`src/rtl/wwfa_pkg.sv`:
```
`default_nettype none
// wwfa_pkg: shared constants and width helper for the wrapped wavefront arbiter blocks.
package wwfa_pkg;

  localparam int WWFA_N     = 4;
  localparam int MODE_FREE  = 0;
  localparam int MODE_GRANT = 1;
  localparam int DIR_RIGHT  = 0;
  localparam int DIR_LEFT   = 1;

  // Never returns less than 1 so N=2 still gets a usable one-bit offset field.
  function automatic int clog2(input int value);
    int r;
    r = 1;
    for (int i = 1; i < 31; i++) begin
      if ((1 << i) < value) r = i + 1;
    end
    return r;
  endfunction

endpackage
`default_nettype wire

```
`src/rtl/wwfa_barrel_rot.sv`:
```
`default_nettype none
// wwfa_barrel_rot: combinational log-stage rotator, vec rotated by amt positions (amt < N).
module wwfa_barrel_rot #(
  parameter int N     = 4,
  parameter int IDX_W = 2,
  parameter int DIR   = 0
) (
  input  logic [N-1:0]     vec,
  input  logic [IDX_W-1:0] amt,
  output logic [N-1:0]     rot
);

  logic [IDX_W:0][N-1:0] stage;

  assign stage[0] = vec;

  // Stage k rotates by 2^k mod N, so the stages compose correctly for any N.
  for (genvar k = 0; k < IDX_W; k++) begin : g_stage
    localparam int SH = (1 << k) % N;
    for (genvar i = 0; i < N; i++) begin : g_bit
      localparam int SRC = (DIR == 0) ? ((i + SH) % N) : ((i + N - SH) % N);
      assign stage[k+1][i] = amt[k] ? stage[k][SRC] : stage[k][i];
    end
  end

  assign rot = stage[IDX_W];

endmodule
`default_nettype wire

```
`src/rtl/wwfa_priority_rotator.sv`:
```
`default_nettype none
// wwfa_priority_rotator: rotating top-priority diagonal for the N-port wrapped wavefront arbiter.
module wwfa_priority_rotator
  import wwfa_pkg::*;
#(
  parameter int             N       = WWFA_N,
  parameter int             IDX_W   = clog2(N),
  parameter int             CNT_W   = 16,
  parameter int             MODE    = MODE_FREE,
  parameter int             DIR     = DIR_RIGHT,
  parameter logic [N-1:0]   RST_PAT = {{(N-1){1'b0}}, 1'b1}
) (
  input  logic             clk,
  input  logic             reset,
  input  logic             load,
  input  logic [N-1:0]     load_data,
  input  logic             work,
  input  logic             grant_any,
  input  logic [IDX_W-1:0] step,
  output logic [N-1:0]     rot_vec,
  output logic             diag_bit,
  output logic [IDX_W-1:0] ptr,
  output logic             wrap,
  output logic [CNT_W-1:0] round_cnt,
  output logic             err
);

  localparam logic [IDX_W:0] N_EXT = (IDX_W+1)'(N);

  logic [N-1:0]     base;
  logic [N-1:0]     rot_next;
  logic [IDX_W:0]   sum;
  logic [IDX_W-1:0] next_ptr;
  logic             adv;
  logic             step_ok;
  logic             step_bad;
  logic             next_wrap;

  always_comb begin
    adv       = work & ((MODE == MODE_FREE) | grant_any);
    sum       = {1'b0, ptr} + {1'b0, step};
    step_ok   = (step != '0) && ({1'b0, step} < N_EXT);
    step_bad  = ({1'b0, step} >= N_EXT);
    next_wrap = (sum >= N_EXT);
    next_ptr  = IDX_W'(next_wrap ? (sum - N_EXT) : sum);
  end

  wwfa_barrel_rot #(
    .N     (N),
    .IDX_W (IDX_W),
    .DIR   (DIR)
  ) u_rot (
    .vec (base),
    .amt (next_ptr),
    .rot (rot_next)
  );

  always_ff @(posedge clk) begin
    if (reset) begin
      base      <= RST_PAT;
      rot_vec   <= RST_PAT;
      ptr       <= '0;
      wrap      <= 1'b0;
      round_cnt <= '0;
      err       <= 1'b0;
    end else if (load) begin
      base      <= load_data;
      rot_vec   <= load_data;
      ptr       <= '0;
      wrap      <= 1'b0;
      round_cnt <= '0;
    end else if (adv && step_ok) begin
      ptr       <= next_ptr;
      rot_vec   <= rot_next;
      wrap      <= next_wrap;
      round_cnt <= round_cnt + CNT_W'(1);
    end else begin
      // Zero or out-of-range steps never move the pointer; only the latter is an error.
      wrap <= 1'b0;
      if (adv && step_bad) err <= 1'b1;
    end
  end

  assign diag_bit = rot_vec[0];

endmodule
`default_nettype wire

```
`config.mk`:
```
export PLATFORM = sky130hd
export DESIGN_NAME = wwfa_priority_rotator
export DESIGN_NICKNAME = d
export VERILOG_FILES = /design/src/rtl/wwfa_pkg.sv /design/src/rtl/wwfa_barrel_rot.sv /design/src/rtl/wwfa_priority_rotator.sv
export SDC_FILE = /design/constraint.sdc
export NUM_CORES = 1
export LEC_CHECK = 0
export CAP_MARGIN = 20
export CORE_MARGIN = 4
export CORE_UTILIZATION = 45
export CTS_CLUSTER_SIZE = 28
export DETAILED_ROUTE_END_ITERATION = 10
export GPL_TIMING_DRIVEN = 0
export PLACE_DENSITY = 0.76
export SYNTH_ARGS = -nofsm -noshare
export SYNTH_HDL_FRONTEND = slang
export SYNTH_SLANG_ARGS = --single-unit
```
`constraint.sdc`:
```
create_clock -name clk -period 4.7 [get_ports clk]
set_clock_uncertainty 0.15 [all_clocks]
set_input_delay 0.94 -clock clk [delete_from_list [all_inputs] [get_ports clk]]
set_output_delay 0.94 -clock clk [all_outputs]
set_load 0.005 [all_outputs]
```
==> results.sh, run 1 <==
export IMPL_status="finished, final reports clean"
export IMPL_cap_violations=0
export IMPL_hold_path_class="flop to flop"
export IMPL_wl_microns=2780
export IMPL_clk_pin_slew_worst_paths_ns=0.14
export IMPL_cp_arrival_ns=3.02
export IMPL_post_route_period_util_pct=63.5
export IMPL_grt_pass1_vias=1142
export IMPL_synth_most_common_cell="dfxtp_1"
export IMPL_cts_buffer_depth=2
export IMPL_die_h_microns=61.6
export IMPL_final_nets=194
export IMPL_grt_pass1_wl_microns=4840
export IMPL_cts_setup_buffers=0
export IMPL_synth_ff_type="dfxtp_1"
export IMPL_yosys_register_bits=27
export IMPL_crit_fanout=5
export IMPL_io_buffers=32
export IMPL_min_period_ns=2.98
export IMPL_yosysSeqAreaShare_pct=41.9
export IMPL_synth_top_area_share_pct=41.9
export IMPL_cts_hold_buffers=0
export IMPL_multiInputGateArea_sq_um=698
export IMPL_drc=0
export IMPL_drtIter0Drc=55
export IMPL_cts_root_buf="clkbuf_4"
export IMPL_dp_cells=206
export IMPL_fin_tns_setup_ns=0
export IMPL_avgSynthCellArea_sq_um=9.03
export IMPL_fin_cells=210
export IMPL_synth_cell_types=33
export IMPL_ys_async_sr_fraction_pct=0
export IMPL_synth_edf_count=0
export IMPL_post_cts_resized=0
export IMPL_row_count=19
export IMPL_rsz0062_at_grt="false"
export IMPL_n_antenna_cell=0
export IMPL_track_usage_pct=16.8
export IMPL_routedWlPerCell_microns=13.2
export IMPL_crit_required_ns=4.74
export IMPL_ctsHtreeMaxLevel=1
export IMPL_synth_top_area_cell="dfxtp_1"
export IMPL_final_max_slew_violation_count=0
export IMPL_dr_total_vias=1162
export IMPL_grt_overflow=0
export IMPL_fmax_ghz=0.335
export IMPL_synth_common_cells="27 x dfxtp_1, 19 x nand2_1, 15 x nor2_1, 12 x a21oi_1, 7 x xnor2_1"
export IMPL_ys_warn_count=0
export IMPL_gp_congestion=0.821
export IMPL_seq_area_sq_um=541
export IMPL_synthToLayoutAreaGrowth_pct=29.9
export IMPL_cellLeakagePower_nw=0.567
export IMPL_die_area_sq_mm=0.00379
export IMPL_grt_max_degree=16
export IMPL_vdd_drop_max_mv=0.181
export IMPL_grt_antenna_before_repair=0
export IMPL_syn_inst=143
export IMPL_setup_viol=0
export IMPL_fillCellCount=246
export IMPL_power_density_mw_per_mm2=234
export IMPL_insertion_delay_ns=0.32
export IMPL_dp_hpwl_microns=2190
export IMPL_die_x_microns=61.6
export IMPL_numClockSinks=27
export IMPL_finalHoldViolCount=0
export IMPL_setup_worst_path_class="input pin to flop"
export IMPL_cts_tree="built"
export IMPL_cts_inserted_buffers=3
export IMPL_io_pins=36
export IMPL_first_pass_iters=4
export IMPL_vias_per_cell=5.53
export IMPL_synth_area_sq_mm=0.00129
export IMPL_initial_utilization_pct=46.8
export IMPL_core_area_sq_mm=0.00276
export IMPL_syn_nets=157
export IMPL_end_kind="flop"
export IMPL_postRouteAntennaNets=0
export IMPL_start_kind="input pin"
export IMPL_synth_area_leaders="dfxtp_1 42%, mux4_2 7.0%, nand2_1 5.5%"
export IMPL_layout_drive_gt1_share_pct=8.94
[metal layers]
metal  wire [microns]  part of all wire [%]  global-route usage [%]
met4               26                  0.94                    6.97
met5                0                     0                       0
met2             1370                    49                    28.6
met1             1230                    44                    20.7
met3              146                   5.3                    3.14
[path summary, 6_finish.rpt]
kind / from / endpoint / slack (ns) / depth (start not counted)
setup / recovery: step[0] / rot_vec[3] / 1.72 / 6
hold / removal: round_cnt[15] / round_cnt[15] / 0.34 / 2
setup reg to reg: ptr[0] / rot_vec[3] / 2.53 / 5
hold reg to reg: round_cnt[15] / round_cnt[15] / 0.34 / 2
[critical path: stages]
cell             delay (ns)
clkdlybuf4s50_1        0.49
ha_1                   0.25
fa_1                   0.64
mux4_2                 0.53
nand2_1                0.09
a221oi_1               0.08
[power by group]
| part | switching [mW] | leakage (nW) | internal [mW] |
|---|---|---|---|
| logic | 0.0245 | 0.329 | 0.0318 |
| clock network | 0.0650 | 0.0177 | 0.0319 |
| registers | 0.00513 | 0.220 | 0.235 |
| total | 0.0946 | 0.567 | 0.299 |
[flip-flops by register name, summed over array words and instances, names as in the netlist]
| register | flops |
|---|---|
| rot_vec | 4 |
| round_cnt | 16 |
| ptr | 2 |
| base | 4 |
| wrap | 1 |
[layout make-up]
type                            count  area share [%]
Inverter                            4           0.895
Multi-Input combinational cell    104            41.6
Sequential cell                    27            32.2
Timing Repair Buffer               32            19.1
Buffer                              8            2.24
Clock inverter                      1           0.298
Clock buffer                        3            1.34
Tap cell                           31            2.31
[cells in the final DEF, fill, tap and decap left out]
cell             count
a21oi_1             12
a221oi_1             3
and3_1               1
and4_1               1
buf_1                2
buf_4                2
clkbuf_1             4
clkbuf_4             3
clkdlybuf4s50_1     32
clkinv_2             1
conb_1               1
dfxtp_1             27
fa_1                 1
ha_1                 2
inv_1                4
mux2i_1              3
mux4_2               4
nand2_1             19
nand2b_1             2
nand3_1              2
nand3_4              1
nand4_1              4
nor2_1              15
nor3_1               3
nor4_1               4
o2111ai_1            1
o211ai_1             1
o21a_1               1
o21ai_0              6
o31ai_1              1
or2_2                1
or3_2                3
or3_4                1
or4_1                2
xnor2_1              7
xor2_1               2
[cell families after synthesis]
| logic type | share of synthesized area, % |
|---|---|
| DFF | 41.9 |
| muxes | 9.30 |
| and+or+nand+nor | 23.4 |
| buffers and inverters | 4.07 |
| AOI/OAI and AO/OA | 11.4 |
| other | 0.290 |
| xor gates and xnor gates | 6.10 |
| adders and majority gates | 3.49 |
[stage by stage]
stage / power (mW) / area [sq um] / utilization (%) / hold WS, ns / setup slack, ns
global route: 0.415 / 1680 / 60.8 / 0.378 / 1.63
detailed placement: 0.302 / 1650 / 59.8 / 0.329 / 1.38
floorplan: 0.277 / 1290 / - / 0.318 / 2.06
finish: 0.393 / 1680 / 60.8 / 0.340 / 1.72
CTS: 0.399 / 1680 / 60.8 / 0.348 / 1.73
global placement: 0.300 / 1650 / 59.8 / 0.312 / 1.44
Power figures use the tool's default switching activity.
==> run 2: changes to the inputs <==
Clock period 4.7 ns to 3.1 ns, I/O delays scaled along.
==> results of run 2 <==
The final DEF is identical to that of run 1. Status: finished, final reports clean.
Main changes from that run: setup slack after placement 1.38 ns -> 0.0994 ns; setup slack after layout 1.72 ns -> 0.437 ns; register-to-register setup slack 2.53 ns -> 0.93 ns; total power 0.393 mW -> 0.596 mW; worst IR drop on VDD 0.181 mV -> 0.275 mV
==> run 3: changes to the inputs <==
Settings changed: CORE_ASPECT_RATIO from default to 1.75.
==> results.sh, run 3 (synthesis results as in run 1) <==
export IMPL_grt_pass1_vias=1123
export IMPL_start_kind="input pin"
export IMPL_layout_commonest_cell="clkdlybuf4s50_1"
export IMPL_synthToLayoutAreaGrowth_pct=31.0
export IMPL_cts_root_buf="clkbuf_8"
export IMPL_drtIter0Drc=29
export IMPL_clk_pin_slew_worst_paths_ns=0.09
export IMPL_r2r_start="ptr[0]"
export IMPL_power_density_mw_per_mm2=385
export IMPL_cts_inserted_buffers=3
export IMPL_seq_area_sq_um=541
export IMPL_cts_buffer_depth=2
export IMPL_cts_setup_buffers=0
export IMPL_die_h_microns=78.9
export IMPL_setup_worst_path_class="input pin to flop"
export IMPL_final_nets=194
export IMPL_wl_microns=3010
export IMPL_slowest_stage="fa_1"
export IMPL_grt_overflow=0
export IMPL_power_uw=652
export IMPL_row_count=25
export IMPL_cts_hold_buffers=0
export IMPL_multiInputGateArea_sq_um=698
export IMPL_hold_start="round_cnt[15]"
export IMPL_r2r_end="rot_vec[3]"
export IMPL_whs_ns=0.342
export IMPL_top_regs="round_cnt: 16 flops, base: 4 flops, rot_vec: 4 flops"
export IMPL_vias_per_cell=5.89
export IMPL_crit_buf_inv=1
export IMPL_final_max_slew_violation_count=0
export IMPL_initial_utilization_pct=47.4
export IMPL_crit_chain="clkdlybuf4s50_1, ha_1, fa_1, mux4_2, nand2_1, a221oi_1"
export IMPL_grt_antenna_before_repair=0
export IMPL_largest_register="round_cnt"
export IMPL_track_usage_pct=15.3
export IMPL_ff2ff_path_depth=5
export IMPL_rsz0062_at_grt="false"
export IMPL_ctsHtreeMaxLevel=1
export IMPL_post_cts_resized=0
export IMPL_cellLeakagePower_nw=0.574
export IMPL_io_buffers=32
export IMPL_io_pins=36
export IMPL_r2r_slack_ns=0.95
export IMPL_layout_drive_gt1_share_pct=8.94
export IMPL_drc=0
export IMPL_grt_max_degree=16
export IMPL_cap_violations=0
export IMPL_max_stage_delay_ns=0.63
export IMPL_die_area_sq_mm=0.00382
export IMPL_end_kind="flop"
export IMPL_crit_fanout=5
export IMPL_fin_tns_setup_ns=0
export IMPL_grt_pass1_wl_microns=4770
export IMPL_crit_family="adder cells"
export IMPL_largest_reg_flops=16
export IMPL_die_x_microns=48.5
export IMPL_min_period_ns=2.69
export IMPL_crit_required_ns=3.08
export IMPL_setup_viol=0
export IMPL_post_route_period_util_pct=86.6
export IMPL_hold_depth=2
export IMPL_routedWlPerCell_microns=14.6
export IMPL_status="finished, final reports clean"
export IMPL_vdd_drop_max_mv=0.315
export IMPL_dr_total_vias=1214
export IMPL_postRouteAntennaNets=0
export IMPL_cp_arrival_ns=2.67
export IMPL_insertion_delay_ns=0.27
export IMPL_fin_util_pct=62.2
export IMPL_first_pass_iters=4
export IMPL_gp_congestion=0.891
export IMPL_finalHoldViolCount=0
export IMPL_fillCellCount=236
export IMPL_core_area_sq_mm=0.00272
export IMPL_layout_common_cells="32 x clkdlybuf4s50_1, 27 x dfxtp_1, 19 x nand2_1, 15 x nor2_1, 12 x a21oi_1"
export IMPL_dp_hpwl_microns=2270
export IMPL_holdPathEnd="round_cnt[15]"
export IMPL_cts_tree="built"
export IMPL_n_antenna_cell=0
export IMPL_fmax_ghz=0.372
export IMPL_hold_path_class="flop to flop"
export IMPL_numClockSinks=27
-- run 3: changes by cell type in the layout (fill, tap and decap cells not counted) --
cell / delta
clkbuf_4: -3
clkbuf_8: +3
-- run 3: worst reg2reg max path: cells and delay by family (launching register included) --
kind                     cells  cell delay (ns)
multiplexers                 1             0.54
AO/OA/AOI/OAI                1             0.07
adder cells (fa/ha/maj)      2             0.83
flip-flops                   1             0.35
AND/OR/NAND/NOR              1             0.09
-- run 3: area by class of cell --
| cell class | count | area share [%] |
|---|---|---|
| sequential | 27 | 32.0 |
| clock buffer | 3 | 2.44 |
| inverter | 4 | 0.888 |
| multi-input combinational | 104 | 41.3 |
| tap | 27 | 2.00 |
| clock inverter | 1 | 0.296 |
| timing repair buffer | 32 | 18.9 |
| buffer | 8 | 2.22 |
-- run 3: worst max path at each step --
stage	startpoint	to	slack [ns]	depth (start not counted)
after floorplan	step[0]	rot_vec[3]	0.78	5
after global placement	step[0]	rot_vec[3]	0.14	6
after detailed placement	step[0]	rot_vec[3]	0.13	6
after CTS	step[0]	rot_vec[3]	0.41	6
after global routing	step[0]	rot_vec[3]	0.35	6
final	step[0]	rot_vec[3]	0.41	6
-- run 3: metrics by stage --
| stage | setup slack (ns) | instances | cell area, sq um |
|---|---|---|---|
| after floorplan | 0.776 | 143 | 1290 |
| after global placement | 0.143 | 202 | 1650 |
| after detailed placement | 0.127 | 202 | 1650 |
| after CTS | 0.405 | 206 | 1690 |
| after global routing | 0.349 | 206 | 1690 |
| final | 0.415 | 206 | 1690 |
-- run 3: layer usage --
layer	GRT usage (%)	routed length (microns)	vias to the layer above
met4	8.63	60	0
met1	16.9	1200	586
met3	2.06	152	7
met5	0	0	-
li1	-	-	579
met2	27.5	1590	42
-- run 3: power breakdown --
group	switching [mW]	total, mW	leakage, nW	internal [mW]
logic	0.0385	0.0868	0.329	0.0482
registers	0.00833	0.364	0.220	0.356
clock network	0.111	0.201	0.0255	0.0901
